`src/rtl/execute_bru_issue_pkg.sv`:
```
// Shared widths, payload/source records and the wakeup-match helper for the
// in-order branch-unit issue queue.
package execute_bru_issue_pkg;

    localparam int XLEN       = 32;
    localparam int IMM_W      = 26;
    localparam int ROB_W      = 4;
    localparam int FID_W      = 8;
    localparam int BRU_CMD_W  = 7;
    localparam int BAGU_CMD_W = 2;
    localparam int BP_PAT_W   = 2;

    typedef struct packed {
        logic [XLEN-1:0]       pc;
        logic [IMM_W-1:0]      imm;
        logic [FID_W-1:0]      fid;
        logic [ROB_W-1:0]      dst_rob;
        logic [BRU_CMD_W-1:0]  bru_cmd;
        logic [BAGU_CMD_W-1:0] bagu_cmd;
        logic [BP_PAT_W-1:0]   bp_pattern;
        logic                  bp_taken;
        logic                  bp_hit;
        logic [XLEN-1:0]       bp_target;
    } bru_payload_t;

    typedef struct packed {
        logic             ready;
        logic [ROB_W-1:0] rob;
        logic [XLEN-1:0]  value;
    } src_t;

    function automatic logic wb_hit(input logic wb_valid,
                                    input logic [ROB_W-1:0] wb_rob,
                                    input logic [ROB_W-1:0] tag);
        return wb_valid && (wb_rob == tag);
    endfunction

endpackage

```
`src/rtl/execute_bru_issue_if.sv`:
```
// Dispatch, wakeup, control and issue signals of the BRU issue queue.
interface execute_bru_issue_if;
    import execute_bru_issue_pkg::*;

    logic                  i_valid;
    logic                  o_ready;
    logic [XLEN-1:0]       i_pc;
    logic [IMM_W-1:0]      i_imm;
    logic [FID_W-1:0]      i_fid;
    logic [ROB_W-1:0]      i_dst_rob;
    logic [BRU_CMD_W-1:0]  i_bru_cmd;
    logic [BAGU_CMD_W-1:0] i_bagu_cmd;
    logic [BP_PAT_W-1:0]   i_bp_pattern;
    logic                  i_bp_taken;
    logic                  i_bp_hit;
    logic [XLEN-1:0]       i_bp_target;
    logic                  i_src0_ready;
    logic [ROB_W-1:0]      i_src0_rob;
    logic [XLEN-1:0]       i_src0_value;
    logic                  i_src1_ready;
    logic [ROB_W-1:0]      i_src1_rob;
    logic [XLEN-1:0]       i_src1_value;
    logic                  i_wb_valid;
    logic [ROB_W-1:0]      i_wb_rob;
    logic [XLEN-1:0]       i_wb_value;
    logic                  i_flush;
    logic                  i_stall;

    logic                  o_valid;
    logic [XLEN-1:0]       o_pc;
    logic [XLEN-1:0]       o_src0_value;
    logic [XLEN-1:0]       o_src1_value;
    logic [ROB_W-1:0]      o_dst_rob;
    logic [IMM_W-1:0]      o_imm;
    logic [FID_W-1:0]      o_fid;
    logic [BRU_CMD_W-1:0]  o_bru_cmd;
    logic [BAGU_CMD_W-1:0] o_bagu_cmd;
    logic [BP_PAT_W-1:0]   o_bp_pattern;
    logic                  o_bp_taken;
    logic                  o_bp_hit;
    logic [XLEN-1:0]       o_bp_target;

    modport slave (
        input  i_valid, i_pc, i_imm, i_fid, i_dst_rob, i_bru_cmd, i_bagu_cmd,
               i_bp_pattern, i_bp_taken, i_bp_hit, i_bp_target,
               i_src0_ready, i_src0_rob, i_src0_value,
               i_src1_ready, i_src1_rob, i_src1_value,
               i_wb_valid, i_wb_rob, i_wb_value, i_flush, i_stall,
        output o_ready, o_valid, o_pc, o_src0_value, o_src1_value, o_dst_rob,
               o_imm, o_fid, o_bru_cmd, o_bagu_cmd, o_bp_pattern, o_bp_taken,
               o_bp_hit, o_bp_target
    );

    modport master (
        output i_valid, i_pc, i_imm, i_fid, i_dst_rob, i_bru_cmd, i_bagu_cmd,
               i_bp_pattern, i_bp_taken, i_bp_hit, i_bp_target,
               i_src0_ready, i_src0_rob, i_src0_value,
               i_src1_ready, i_src1_rob, i_src1_value,
               i_wb_valid, i_wb_rob, i_wb_value, i_flush, i_stall,
        input  o_ready, o_valid, o_pc, o_src0_value, o_src1_value, o_dst_rob,
               o_imm, o_fid, o_bru_cmd, o_bagu_cmd, o_bp_pattern, o_bp_taken,
               o_bp_hit, o_bp_target
    );

endinterface

```
`src/rtl/execute_bru_issue_entry.sv`:
```
// One issue-queue slot: payload, two source operands and their wakeup capture.
module execute_bru_issue_entry
    import execute_bru_issue_pkg::*;
(
    input  logic                   clk,
    input  logic                   rst_n,
    input  logic                   wr_en_i,
    input  logic                   pop_i,
    input  logic                   flush_i,
    input  bru_payload_t           payload_i,
    input  src_t [1:0]             src_i,
    input  logic                   wb_valid_i,
    input  logic [ROB_W-1:0]       wb_rob_i,
    input  logic [XLEN-1:0]        wb_value_i,
    output logic                   valid_o,
    output bru_payload_t           payload_o,
    output logic [1:0]             src_ready_o,
    output logic [1:0][XLEN-1:0]   src_value_o
);

    logic         valid_q;
    bru_payload_t payload_q;

    always_ff @(posedge clk or negedge rst_n) begin
        if (!rst_n) begin
            valid_q <= 1'b0;
        end else if (flush_i) begin
            valid_q <= 1'b0;
        end else if (wr_en_i) begin
            valid_q <= 1'b1;
        end else if (pop_i) begin
            valid_q <= 1'b0;
        end
    end

    always_ff @(posedge clk) begin
        if (wr_en_i) begin
            payload_q <= payload_i;
        end
    end

    assign valid_o   = valid_q;
    assign payload_o = payload_q;

    generate
        for (genvar gi = 0; gi < 2; gi++) begin : g_src
            logic             rdy_q, rdy_d;
            logic [ROB_W-1:0] tag_q;
            logic [XLEN-1:0]  val_q, val_d;

            // A source not ready at dispatch can still be satisfied by a
            // writeback landing in the very same cycle.
            always_comb begin
                rdy_d = rdy_q;
                val_d = val_q;
                if (wr_en_i) begin
                    rdy_d = src_i[gi].ready | wb_hit(wb_valid_i, wb_rob_i, src_i[gi].rob);
                    val_d = src_i[gi].ready ? src_i[gi].value : wb_value_i;
                end else if (valid_q && !rdy_q && wb_hit(wb_valid_i, wb_rob_i, tag_q)) begin
                    rdy_d = 1'b1;
                    val_d = wb_value_i;
                end
            end

            always_ff @(posedge clk or negedge rst_n) begin
                if (!rst_n) begin
                    rdy_q <= 1'b0;
                end else begin
                    rdy_q <= rdy_d;
                end
            end

            always_ff @(posedge clk) begin
                val_q <= val_d;
                if (wr_en_i) begin
                    tag_q <= src_i[gi].rob;
                end
            end

            assign src_ready_o[gi] = rdy_q;
            assign src_value_o[gi] = val_q;
        end
    endgenerate

endmodule

```
`src/rtl/execute_bru_issue.sv`:
```
// In-order BRU issue queue: dispatch at the tail, wakeup in every slot, issue
// only from the head once both operands are ready.
module execute_bru_issue
    import execute_bru_issue_pkg::*;
#(
    parameter int DEPTH = 4
) (
    input  logic                clk,
    input  logic                resetn,
    execute_bru_issue_if.slave  bus
);

    localparam int AW = $clog2(DEPTH);

    logic [AW:0]   head_q, head_d, tail_q, tail_d;
    logic [AW-1:0] head_idx, tail_idx;
    logic          full, push, pop;
    logic          head_valid, head_ready;

    bru_payload_t  pl_in;
    src_t [1:0]    src_in;

    logic [DEPTH-1:0]      ent_valid;
    bru_payload_t          ent_pl  [DEPTH];
    logic [1:0]            ent_rdy [DEPTH];
    logic [1:0][XLEN-1:0]  ent_val [DEPTH];
    bru_payload_t          head_pl;

    assign head_idx = head_q[AW-1:0];
    assign tail_idx = tail_q[AW-1:0];

    // Full comes only from the registered pointers, so a same-cycle pop never
    // opens room for a dispatch.
    assign full = (head_idx == tail_idx) && (head_q[AW] != tail_q[AW]);
    assign push = bus.i_valid && !full && !bus.i_flush;

    assign head_valid = ent_valid[head_idx];
    assign head_ready = &ent_rdy[head_idx];
    assign pop        = head_valid && head_ready && !bus.i_stall && !bus.i_flush;

    always_comb begin
        pl_in.pc         = bus.i_pc;
        pl_in.imm        = bus.i_imm;
        pl_in.fid        = bus.i_fid;
        pl_in.dst_rob    = bus.i_dst_rob;
        pl_in.bru_cmd    = bus.i_bru_cmd;
        pl_in.bagu_cmd   = bus.i_bagu_cmd;
        pl_in.bp_pattern = bus.i_bp_pattern;
        pl_in.bp_taken   = bus.i_bp_taken;
        pl_in.bp_hit     = bus.i_bp_hit;
        pl_in.bp_target  = bus.i_bp_target;
    end

    assign src_in[0] = {bus.i_src0_ready, bus.i_src0_rob, bus.i_src0_value};
    assign src_in[1] = {bus.i_src1_ready, bus.i_src1_rob, bus.i_src1_value};

    generate
        for (genvar gi = 0; gi < DEPTH; gi++) begin : g_entry
            execute_bru_issue_entry u_entry (
                .clk         (clk),
                .rst_n       (resetn),
                .wr_en_i     (push && (tail_idx == AW'(gi))),
                .pop_i       (pop && (head_idx == AW'(gi))),
                .flush_i     (bus.i_flush),
                .payload_i   (pl_in),
                .src_i       (src_in),
                .wb_valid_i  (bus.i_wb_valid),
                .wb_rob_i    (bus.i_wb_rob),
                .wb_value_i  (bus.i_wb_value),
                .valid_o     (ent_valid[gi]),
                .payload_o   (ent_pl[gi]),
                .src_ready_o (ent_rdy[gi]),
                .src_value_o (ent_val[gi])
            );
        end
    endgenerate

    always_comb begin
        head_d = head_q;
        tail_d = tail_q;
        if (bus.i_flush) begin
            head_d = '0;
            tail_d = '0;
        end else begin
            if (pop)  head_d = head_q + (AW+1)'(1);
            if (push) tail_d = tail_q + (AW+1)'(1);
        end
    end

    always_ff @(posedge clk or negedge resetn) begin
        if (!resetn) begin
            head_q <= '0;
            tail_q <= '0;
        end else begin
            head_q <= head_d;
            tail_q <= tail_d;
        end
    end

    assign head_pl = ent_pl[head_idx];

    assign bus.o_ready      = !full;
    assign bus.o_valid      = pop;
    assign bus.o_pc         = head_pl.pc;
    assign bus.o_imm        = head_pl.imm;
    assign bus.o_fid        = head_pl.fid;
    assign bus.o_dst_rob    = head_pl.dst_rob;
    assign bus.o_bru_cmd    = head_pl.bru_cmd;
    assign bus.o_bagu_cmd   = head_pl.bagu_cmd;
    assign bus.o_bp_pattern = head_pl.bp_pattern;
    assign bus.o_bp_taken   = head_pl.bp_taken;
    assign bus.o_bp_hit     = head_pl.bp_hit;
    assign bus.o_bp_target  = head_pl.bp_target;
    assign bus.o_src0_value = ent_val[head_idx][0];
    assign bus.o_src1_value = ent_val[head_idx][1];

endmodule

```
`src/flat_wrapper.sv`:
```
// flat-port wrapper written by rule: the top's interface ports become plain ports
module execute_bru_issue_flat import execute_bru_issue_pkg::*;
#(
    parameter int DEPTH = 4
)
  (clk, resetn, bus_i_valid, bus_i_pc, bus_i_imm, bus_i_fid, bus_i_dst_rob, bus_i_bru_cmd, bus_i_bagu_cmd, bus_i_bp_pattern, bus_i_bp_taken, bus_i_bp_hit, bus_i_bp_target, bus_i_src0_ready, bus_i_src0_rob, bus_i_src0_value, bus_i_src1_ready, bus_i_src1_rob, bus_i_src1_value, bus_i_wb_valid, bus_i_wb_rob, bus_i_wb_value, bus_i_flush, bus_i_stall, bus_o_ready, bus_o_valid, bus_o_pc, bus_o_src0_value, bus_o_src1_value, bus_o_dst_rob, bus_o_imm, bus_o_fid, bus_o_bru_cmd, bus_o_bagu_cmd, bus_o_bp_pattern, bus_o_bp_taken, bus_o_bp_hit, bus_o_bp_target);
  execute_bru_issue_if bus_i ();
  input  logic clk;
  input  logic resetn;
  input wire logic [$bits(bus_i.i_valid)-1:0] bus_i_valid;
  input wire logic [$bits(bus_i.i_pc)-1:0] bus_i_pc;
  input wire logic [$bits(bus_i.i_imm)-1:0] bus_i_imm;
  input wire logic [$bits(bus_i.i_fid)-1:0] bus_i_fid;
  input wire logic [$bits(bus_i.i_dst_rob)-1:0] bus_i_dst_rob;
  input wire logic [$bits(bus_i.i_bru_cmd)-1:0] bus_i_bru_cmd;
  input wire logic [$bits(bus_i.i_bagu_cmd)-1:0] bus_i_bagu_cmd;
  input wire logic [$bits(bus_i.i_bp_pattern)-1:0] bus_i_bp_pattern;
  input wire logic [$bits(bus_i.i_bp_taken)-1:0] bus_i_bp_taken;
  input wire logic [$bits(bus_i.i_bp_hit)-1:0] bus_i_bp_hit;
  input wire logic [$bits(bus_i.i_bp_target)-1:0] bus_i_bp_target;
  input wire logic [$bits(bus_i.i_src0_ready)-1:0] bus_i_src0_ready;
  input wire logic [$bits(bus_i.i_src0_rob)-1:0] bus_i_src0_rob;
  input wire logic [$bits(bus_i.i_src0_value)-1:0] bus_i_src0_value;
  input wire logic [$bits(bus_i.i_src1_ready)-1:0] bus_i_src1_ready;
  input wire logic [$bits(bus_i.i_src1_rob)-1:0] bus_i_src1_rob;
  input wire logic [$bits(bus_i.i_src1_value)-1:0] bus_i_src1_value;
  input wire logic [$bits(bus_i.i_wb_valid)-1:0] bus_i_wb_valid;
  input wire logic [$bits(bus_i.i_wb_rob)-1:0] bus_i_wb_rob;
  input wire logic [$bits(bus_i.i_wb_value)-1:0] bus_i_wb_value;
  input wire logic [$bits(bus_i.i_flush)-1:0] bus_i_flush;
  input wire logic [$bits(bus_i.i_stall)-1:0] bus_i_stall;
  output wire logic [$bits(bus_i.o_ready)-1:0] bus_o_ready;
  output wire logic [$bits(bus_i.o_valid)-1:0] bus_o_valid;
  output wire logic [$bits(bus_i.o_pc)-1:0] bus_o_pc;
  output wire logic [$bits(bus_i.o_src0_value)-1:0] bus_o_src0_value;
  output wire logic [$bits(bus_i.o_src1_value)-1:0] bus_o_src1_value;
  output wire logic [$bits(bus_i.o_dst_rob)-1:0] bus_o_dst_rob;
  output wire logic [$bits(bus_i.o_imm)-1:0] bus_o_imm;
  output wire logic [$bits(bus_i.o_fid)-1:0] bus_o_fid;
  output wire logic [$bits(bus_i.o_bru_cmd)-1:0] bus_o_bru_cmd;
  output wire logic [$bits(bus_i.o_bagu_cmd)-1:0] bus_o_bagu_cmd;
  output wire logic [$bits(bus_i.o_bp_pattern)-1:0] bus_o_bp_pattern;
  output wire logic [$bits(bus_i.o_bp_taken)-1:0] bus_o_bp_taken;
  output wire logic [$bits(bus_i.o_bp_hit)-1:0] bus_o_bp_hit;
  output wire logic [$bits(bus_i.o_bp_target)-1:0] bus_o_bp_target;
  assign bus_i.i_valid = bus_i_valid;
  assign bus_i.i_pc = bus_i_pc;
  assign bus_i.i_imm = bus_i_imm;
  assign bus_i.i_fid = bus_i_fid;
  assign bus_i.i_dst_rob = bus_i_dst_rob;
  assign bus_i.i_bru_cmd = bus_i_bru_cmd;
  assign bus_i.i_bagu_cmd = bus_i_bagu_cmd;
  assign bus_i.i_bp_pattern = bus_i_bp_pattern;
  assign bus_i.i_bp_taken = bus_i_bp_taken;
  assign bus_i.i_bp_hit = bus_i_bp_hit;
  assign bus_i.i_bp_target = bus_i_bp_target;
  assign bus_i.i_src0_ready = bus_i_src0_ready;
  assign bus_i.i_src0_rob = bus_i_src0_rob;
  assign bus_i.i_src0_value = bus_i_src0_value;
  assign bus_i.i_src1_ready = bus_i_src1_ready;
  assign bus_i.i_src1_rob = bus_i_src1_rob;
  assign bus_i.i_src1_value = bus_i_src1_value;
  assign bus_i.i_wb_valid = bus_i_wb_valid;
  assign bus_i.i_wb_rob = bus_i_wb_rob;
  assign bus_i.i_wb_value = bus_i_wb_value;
  assign bus_i.i_flush = bus_i_flush;
  assign bus_i.i_stall = bus_i_stall;
  assign bus_o_ready = bus_i.o_ready;
  assign bus_o_valid = bus_i.o_valid;
  assign bus_o_pc = bus_i.o_pc;
  assign bus_o_src0_value = bus_i.o_src0_value;
  assign bus_o_src1_value = bus_i.o_src1_value;
  assign bus_o_dst_rob = bus_i.o_dst_rob;
  assign bus_o_imm = bus_i.o_imm;
  assign bus_o_fid = bus_i.o_fid;
  assign bus_o_bru_cmd = bus_i.o_bru_cmd;
  assign bus_o_bagu_cmd = bus_i.o_bagu_cmd;
  assign bus_o_bp_pattern = bus_i.o_bp_pattern;
  assign bus_o_bp_taken = bus_i.o_bp_taken;
  assign bus_o_bp_hit = bus_i.o_bp_hit;
  assign bus_o_bp_target = bus_i.o_bp_target;
  execute_bru_issue #(.DEPTH(DEPTH)) u_core (.clk(clk), .resetn(resetn), .bus(bus_i));
endmodule
```
`config.mk`:
```
export PLATFORM = sky130hd
export DESIGN_NAME = execute_bru_issue_flat
export DESIGN_NICKNAME = d
export VERILOG_FILES = /design/src/rtl/execute_bru_issue_pkg.sv /design/src/rtl/execute_bru_issue_if.sv /design/src/rtl/execute_bru_issue_entry.sv /design/src/rtl/execute_bru_issue.sv /design/src/flat_wrapper.sv
export SDC_FILE = /design/constraint.sdc
export NUM_CORES = 1
export LEC_CHECK = 0
export ABC_AREA = 1
export CORE_MARGIN = 1.5
export CORE_UTILIZATION = 35
export CTS_BUF_LIST = sky130_fd_sc_hd__clkbuf_8
export CTS_CLUSTER_DIAMETER = 50
export DETAILED_ROUTE_END_ITERATION = 10
export HOLD_SLACK_MARGIN = 0.06
export PLACE_DENSITY = 0.56
export SLEW_MARGIN = 20
export SYNTH_ARGS = -nofsm -noshare
export SYNTH_HDL_FRONTEND = slang
export SYNTH_SLANG_ARGS = --single-unit
```
`constraint.sdc`:
```
create_clock -name clk -period 7.52 [get_ports clk]
set_input_delay 1.504 -clock clk [delete_from_list [all_inputs] [get_ports clk]]
set_output_delay 1.504 -clock clk [all_outputs]
set_load 0.05 [all_outputs]
```
### Word level (Yosys, flattened, before mapping)

Index checks and enable logic that the tools add are counted.

* input port bits: 231
* register bits: 766
* output and inout bits: 181

* multiplexer cells: 61
* bitwise operators: 3
* add/sub/neg operators: 2
* equality and inequality tests: 18
* reductions and logical operators: 68
* $lt $le $gt $ge: 2

Operator list (number)
* $mux 32: 18
* $bmux 115 s2: 1
* $mux 115: 2
* $bmux 64 s2: 1
* $mux 64: 2
* $eq 4x4->1: 10
* $logic_and 1x1->1: 40
* $mux 1: 29
* $reduce_bool 2->1: 10
* $mux 3: 4
* $reduce_bool 3->1: 4
* $logic_not 1->1: 11
* $eq 2x2->1 const B: 4
* $add 3x1->3 const B: 2
* $bmux 2 s2: 1
* $eq 2x1->1 const B: 2
* $logic_not 2->1: 2
* $mux 2: 2
* $ge 3x3->1 const B: 1
* $lt 2x3->1 const B: 1
* $not 2->3: 1
* $bmux 1 s2: 1
* $eq 2x2->1: 1
* $or 1x1->1: 2
* 2 further kinds: 2

### Depth between registers and ports, before layout

* word-level depth: 12
* gate-level depth with buffers: 10
* depth with buffers taken out: 9

### Hierarchy

A second synthesis with hierarchy kept.

* cell total of the unflattened synthesis: 2512
* area total of the unflattened synthesis: 32849.0 µm²

Modules (own cells, without submodules)
* execute_bru_issue_entry: area an instance 6845.3 µm², instances 4, cells an instance 353
* execute_bru_issue: area an instance 5467.7 µm², instances 1, cells an instance 1100

### Worst setup path before layout

OpenSTA, ideal clock, no wires.

* path type: input to register
* start: in bus_i_flush
* end: reg u_core.g_entry[0].u_entry.g_src[0].tag_q[0], enable pin
* path slack: -0.216 ns
* stages on the path: 4
* required time: 6.910 ns
* setup time: 0.610 ns
* buffers on the path: 1
* arrival time: 7.126 ns
* cells stage by stage: inv_1 buf_2 nand3_1 nor2_1

* cells in the longest elaborated chain, start to end: 3

RTL lines
* start: declaration: RTL line flat_wrapper.sv:30 `input wire logic [$bits(bus_i.i_flush)-1:0] bus_i_flush;`
* $logic_not 1->1: RTL line execute_bru_issue.sv:35 `assign push = bus.i_valid && !full && !bus.i_flush;`
* $logic_and 1x1->1: RTL line execute_bru_issue.sv:35
* $logic_and 1x1->1: RTL line execute_bru_issue.sv:62 `.wr_en_i (push && (tail_idx == AW'(gi))),`
* end signal: assignment: RTL line execute_bru_issue_entry.sv:76 `tag_q <= src_i[gi].rob;`
* end: declaration: RTL line execute_bru_issue_entry.sv:48 `logic [ROB_W-1:0] tag_q;`

Every way passes these cells.
A chain may end at the register's enable or synchronous reset.

### Final worst setup path

* start: reg u_core.head_q[0]
* end: out bus_o_pc[24]

* cells in the longest elaborated chain, start to end: 4

RTL lines
* start: declaration: RTL line execute_bru_issue.sv:15 `logic [AW:0] head_q, head_d, tail_q, tail_d;`
* start signal: assignment: RTL line execute_bru_issue.sv:92 `head_q <= '0;`
* start signal: assignment: RTL line execute_bru_issue.sv:95 `head_q <= head_d;`
* $not 2->3 (not written as such): RTL line execute_bru_issue.sv:100 `assign head_pl = ent_pl[head_idx];`
* $bmux 115 s2: RTL line execute_bru_issue.sv:100
* $mux 115 (not written as such) (2 in a row): RTL line execute_bru_issue.sv:100
* end: declaration: RTL line flat_wrapper.sv:34 `output wire logic [$bits(bus_i.o_pc)-1:0] bus_o_pc;`

Every way passes these cells. The select of a mux whose other input is x is not followed.

==> impl_metrics.py <==
metrics = {
    "run_status": {
        "status": "finished, final reports clean",
    },
    "timing": {
        "fin_tns_setup_ns": 0,
        "slew_violations": 0,
        "clock_skew_ns": 0.0592,
        "max_slew_margin": 0.257,
        "timing.final.crit_period_ns": 5.96,
        "worst_slew_pin_slew_ns": 1.11,
        "finalCritPeriodShare": 0.792,
        "fmax_mhz": 168,
        "hold_viol_final": 0,
        "grt_setup_unrepaired": "no",
        "holdWs_ns": 0.586,
        "finalSetupViolCount": 0,
    },
    "clock_tree": {
        "clock_path_buffers": 3,
        "cts_setup_buffers": 0,
        "cts.clk_slew.worst_paths_ns": 0.06,
        "cts_hold_buf": 0,
        "cts_tree": "yes",
        "clock_sinks": 766,
        "cts-root-buf": "clkbuf_8",
        "cts_max_level": 4,
        "postCtsResizedCells": 0,
        "clk_latency_ns": 0.82,
        "cts_made_buffers": 136,
    },
    "synthesis": {
        "synth_cell_type_count": 29,
        "async_flop_share": 0.0235,
        "avgSynthCellArea_um2": 12.6,
        "netlist_instances": 2514,
        "synth_ff_type": "edfxtp_1",
        "synth_edf_count": 748,
        "synth_area_leaders": "edfxtp_1, o21ai_0, nor2_1",
        "yosysSeqAreaShare": 0.723,
        "yosysWarnings": 0,
        "synth_top_cell_by_area": "edfxtp_1",
        "synth_top_area_share": 0.709,
        "synth_area_um2": 31700,
        "synth_nets": 2753,
        "synth-seq-cells": 766,
    },
    "route": {
        "wl_per_cell_um": 21.5,
        "via_per_inst": 5.21,
        "dr.pass1.iters": 7,
        "drt_iter0_markers": 1772,
        "antenna_left": 0,
        "wl_um": 90200,
        "vias": 21900,
        "drt_drc_violations_left": 0,
    },
    "global_routing": {
        "grt_use_total": 0.193,
        "grt_pass1_vias": 22300,
        "grt_max_degree": 219,
        "antenna_found_initial": 17,
        "overflow": 0,
        "grt_pass1_wl_um": 135000,
    },
    "placed_design": {
        "dpl_cell_area_um2": 36700,
        "portBuffers": 411,
        "dp_cells": 3947,
        "hpwl_um": 51900,
        "place_congestion": 0.793,
    },
    "die": {
        "die_y_um": 304,
        "die_w_um": 304,
        "dieArea_um2": 92400,
        "core_um2": 89900,
        "rows": 110,
        "initial_core_util": 0.353,
        "ios": 412,
    },
    "setup_path": {
        "critPathLaunchType": "flop",
        "ff2ff_path_depth": 7,
        "r2r_end": "u_core.g_entry[0].u_entry.payload_o[50]$_DFFE_PN_",
        "critical_path.max_fanout": 196,
        "rrSetupSlack_ns": 2.86,
        "crit_required_ns": 6.02,
        "end_kind": "output pin",
        "rr_startpoint": "u_core.head_q[0]$_DFFE_PN0P_",
        "arrival_ns": 4.45,
        "crit_type": "reg -> out",
    },
    "pwr": {
        "max-vdd-ir-drop_mv": 0.179,
        "leakagePower_nw": 13.5,
        "power_density_nw_per_um2": 258,
    },
    "finish": {
        "design_area_um2": 39300,
        "areaGrowthSynthToFinish_pct": 23.9,
        "fin_util": 0.437,
        "nNetsFinal": 3149,
        "finalNonFillerCells": 4194,
        "drive_gt1_frac": 0.0741,
    },
    "worst_hold_path": {
        "hold_class": "reg -> reg",
        "hold_end": "u_core.g_entry[2].u_entry.g_src[1].rdy_q$_DFFE_PN0P_",
        "holdPathStages": 4,
        "hold_start": "u_core.g_entry[2].u_entry.g_src[1].rdy_q$_DFFE_PN0P_",
    },
    "flow_run": {
        "cap_violations": 0,
    },
}
[routing by layer]
layer / part of all wire / GRT usage / up-vias
met5: 0.0013 / 0 / -
li1: - / - / 10100
met4: 0.020 / 0.0601 / 18
met3: 0.095 / 0.0684 / 152
met1: 0.40 / 0.236 / 10700
met2: 0.48 / 0.319 / 837
[worst max-delay path, cell delays in order, from the launching register on]
cell and delay, ns:
dfrtp_4 1.05, clkinv_8 0.85, buf_12 0.48, o21ai_0 0.24, o22ai_1 0.10, clkdlybuf4s50_1 0.80
[worst max-delay path by stage]
stage                                 start                                               endpoint  slack [ns]
6_report       u_core.head_q[0]$_DFFE_PN0P_                                           bus_o_pc[24]        1.56
5_1_grt        u_core.head_q[0]$_DFFE_PN0P_                                       bus_o_bru_cmd[3]        1.19
4_1_cts        u_core.head_q[1]$_DFFE_PN0P_                                   bus_o_src0_value[13]        1.49
3_5_place_dp   u_core.head_q[1]$_DFFE_PN0P_                                   bus_o_src0_value[13]        2.37
3_3_place_gp   u_core.head_q[1]$_DFFE_PN0P_                                    bus_o_src1_value[4]        2.38
2_1_floorplan                   bus_i_flush  u_core.g_entry[0].u_entry.g_src[0].tag_q[0]$_DFFE_PN_       -0.22
[through the flow]
stage               worst slack [ns]  total power [mW]
global route                    1.19              10.6
global placement                2.38              6.68
floorplan                     -0.216              6.03
finish                          1.56              10.1
detailed placement              2.37              6.70
CTS                             1.49              10.3
[kinds of logic (layout without fill, tap and decap cells)]
kind of cell | count (synthesis) | in the layout | synth area share
adders and majority gates | 8 | 8 | 0.00316
xor gates and xnor gates | 34 | 34 | 0.00940
muxes | 64 | 64 | 0.0202
other | 0 | 9 | 0
and+or+nand+nor | 622 | 622 | 0.0773
DFF | 766 | 766 | 0.723
buffers and inverters | 216 | 711 | 0.0330
AOI/OAI and AO/OA | 804 | 804 | 0.134
[where the power goes]
part	internal [mW]	switching, mW
combinational	0.530	1.18
clock	1.81	1.73
sequential	4.85	0.0547
[area by class of cell]
cell class	count	area (µm²)
fillers	8178	50600
well taps	1176	1470
clock inverters	101	603
diodes	9	22.5
repair buffers	435	4400
multi-input cells	1532	7820
inverters	39	164
clock buffers	136	1870
flip-flops and latches	766	22900
[synthesized netlist by cell type (2+ instances only)]
cell        n
edfxtp_1  748
o21ai_0   452
nor2_1    388
nand2_1   185
o22ai_1   179
o21ai_1   170
clkbuf_1   82
mux2i_1    64
buf_2      56
inv_1      35
nand3_1    30
buf_4      26
xor2_1     20
dfrtp_1    18
xnor2_1    14
buf_6       9
ha_1        8
nand4_1     7
or2_2       5
buf_1       4
a21oi_1     3
inv_2       3
nand3_2     2
[registers in the layout, summed over array words and instances, names as in the netlist]
register	cells
u_core.head_q	3
u_core.g_entry.u_entry.payload_o	460
u_core.tail_q	3
u_core.g_entry.u_entry.valid_o	4
u_core.g_entry.u_entry.g_src.val_q	256
u_core.g_entry.u_entry.g_src.rdy_q	8
u_core.g_entry.u_entry.g_src.tag_q	32
[cell usage in the layout, fill, tap and decap left out, types with 9 or more instances in the layout]
cell and n:
edfxtp_1 748, o21ai_0 452, clkdlybuf4s50_1 409, nor2_1 384, o22ai_1 179, nand2_1 177, o21ai_1 170, clkbuf_8 136
inv_1 71, mux2i_1 64, clkinv_1 33, nand3_1 30, xor2_1 20, dfrtp_1 16, xnor2_1 14, buf_4 14
clkinv_2 12, diode_2 9
Power figures use the tool's default switching activity.
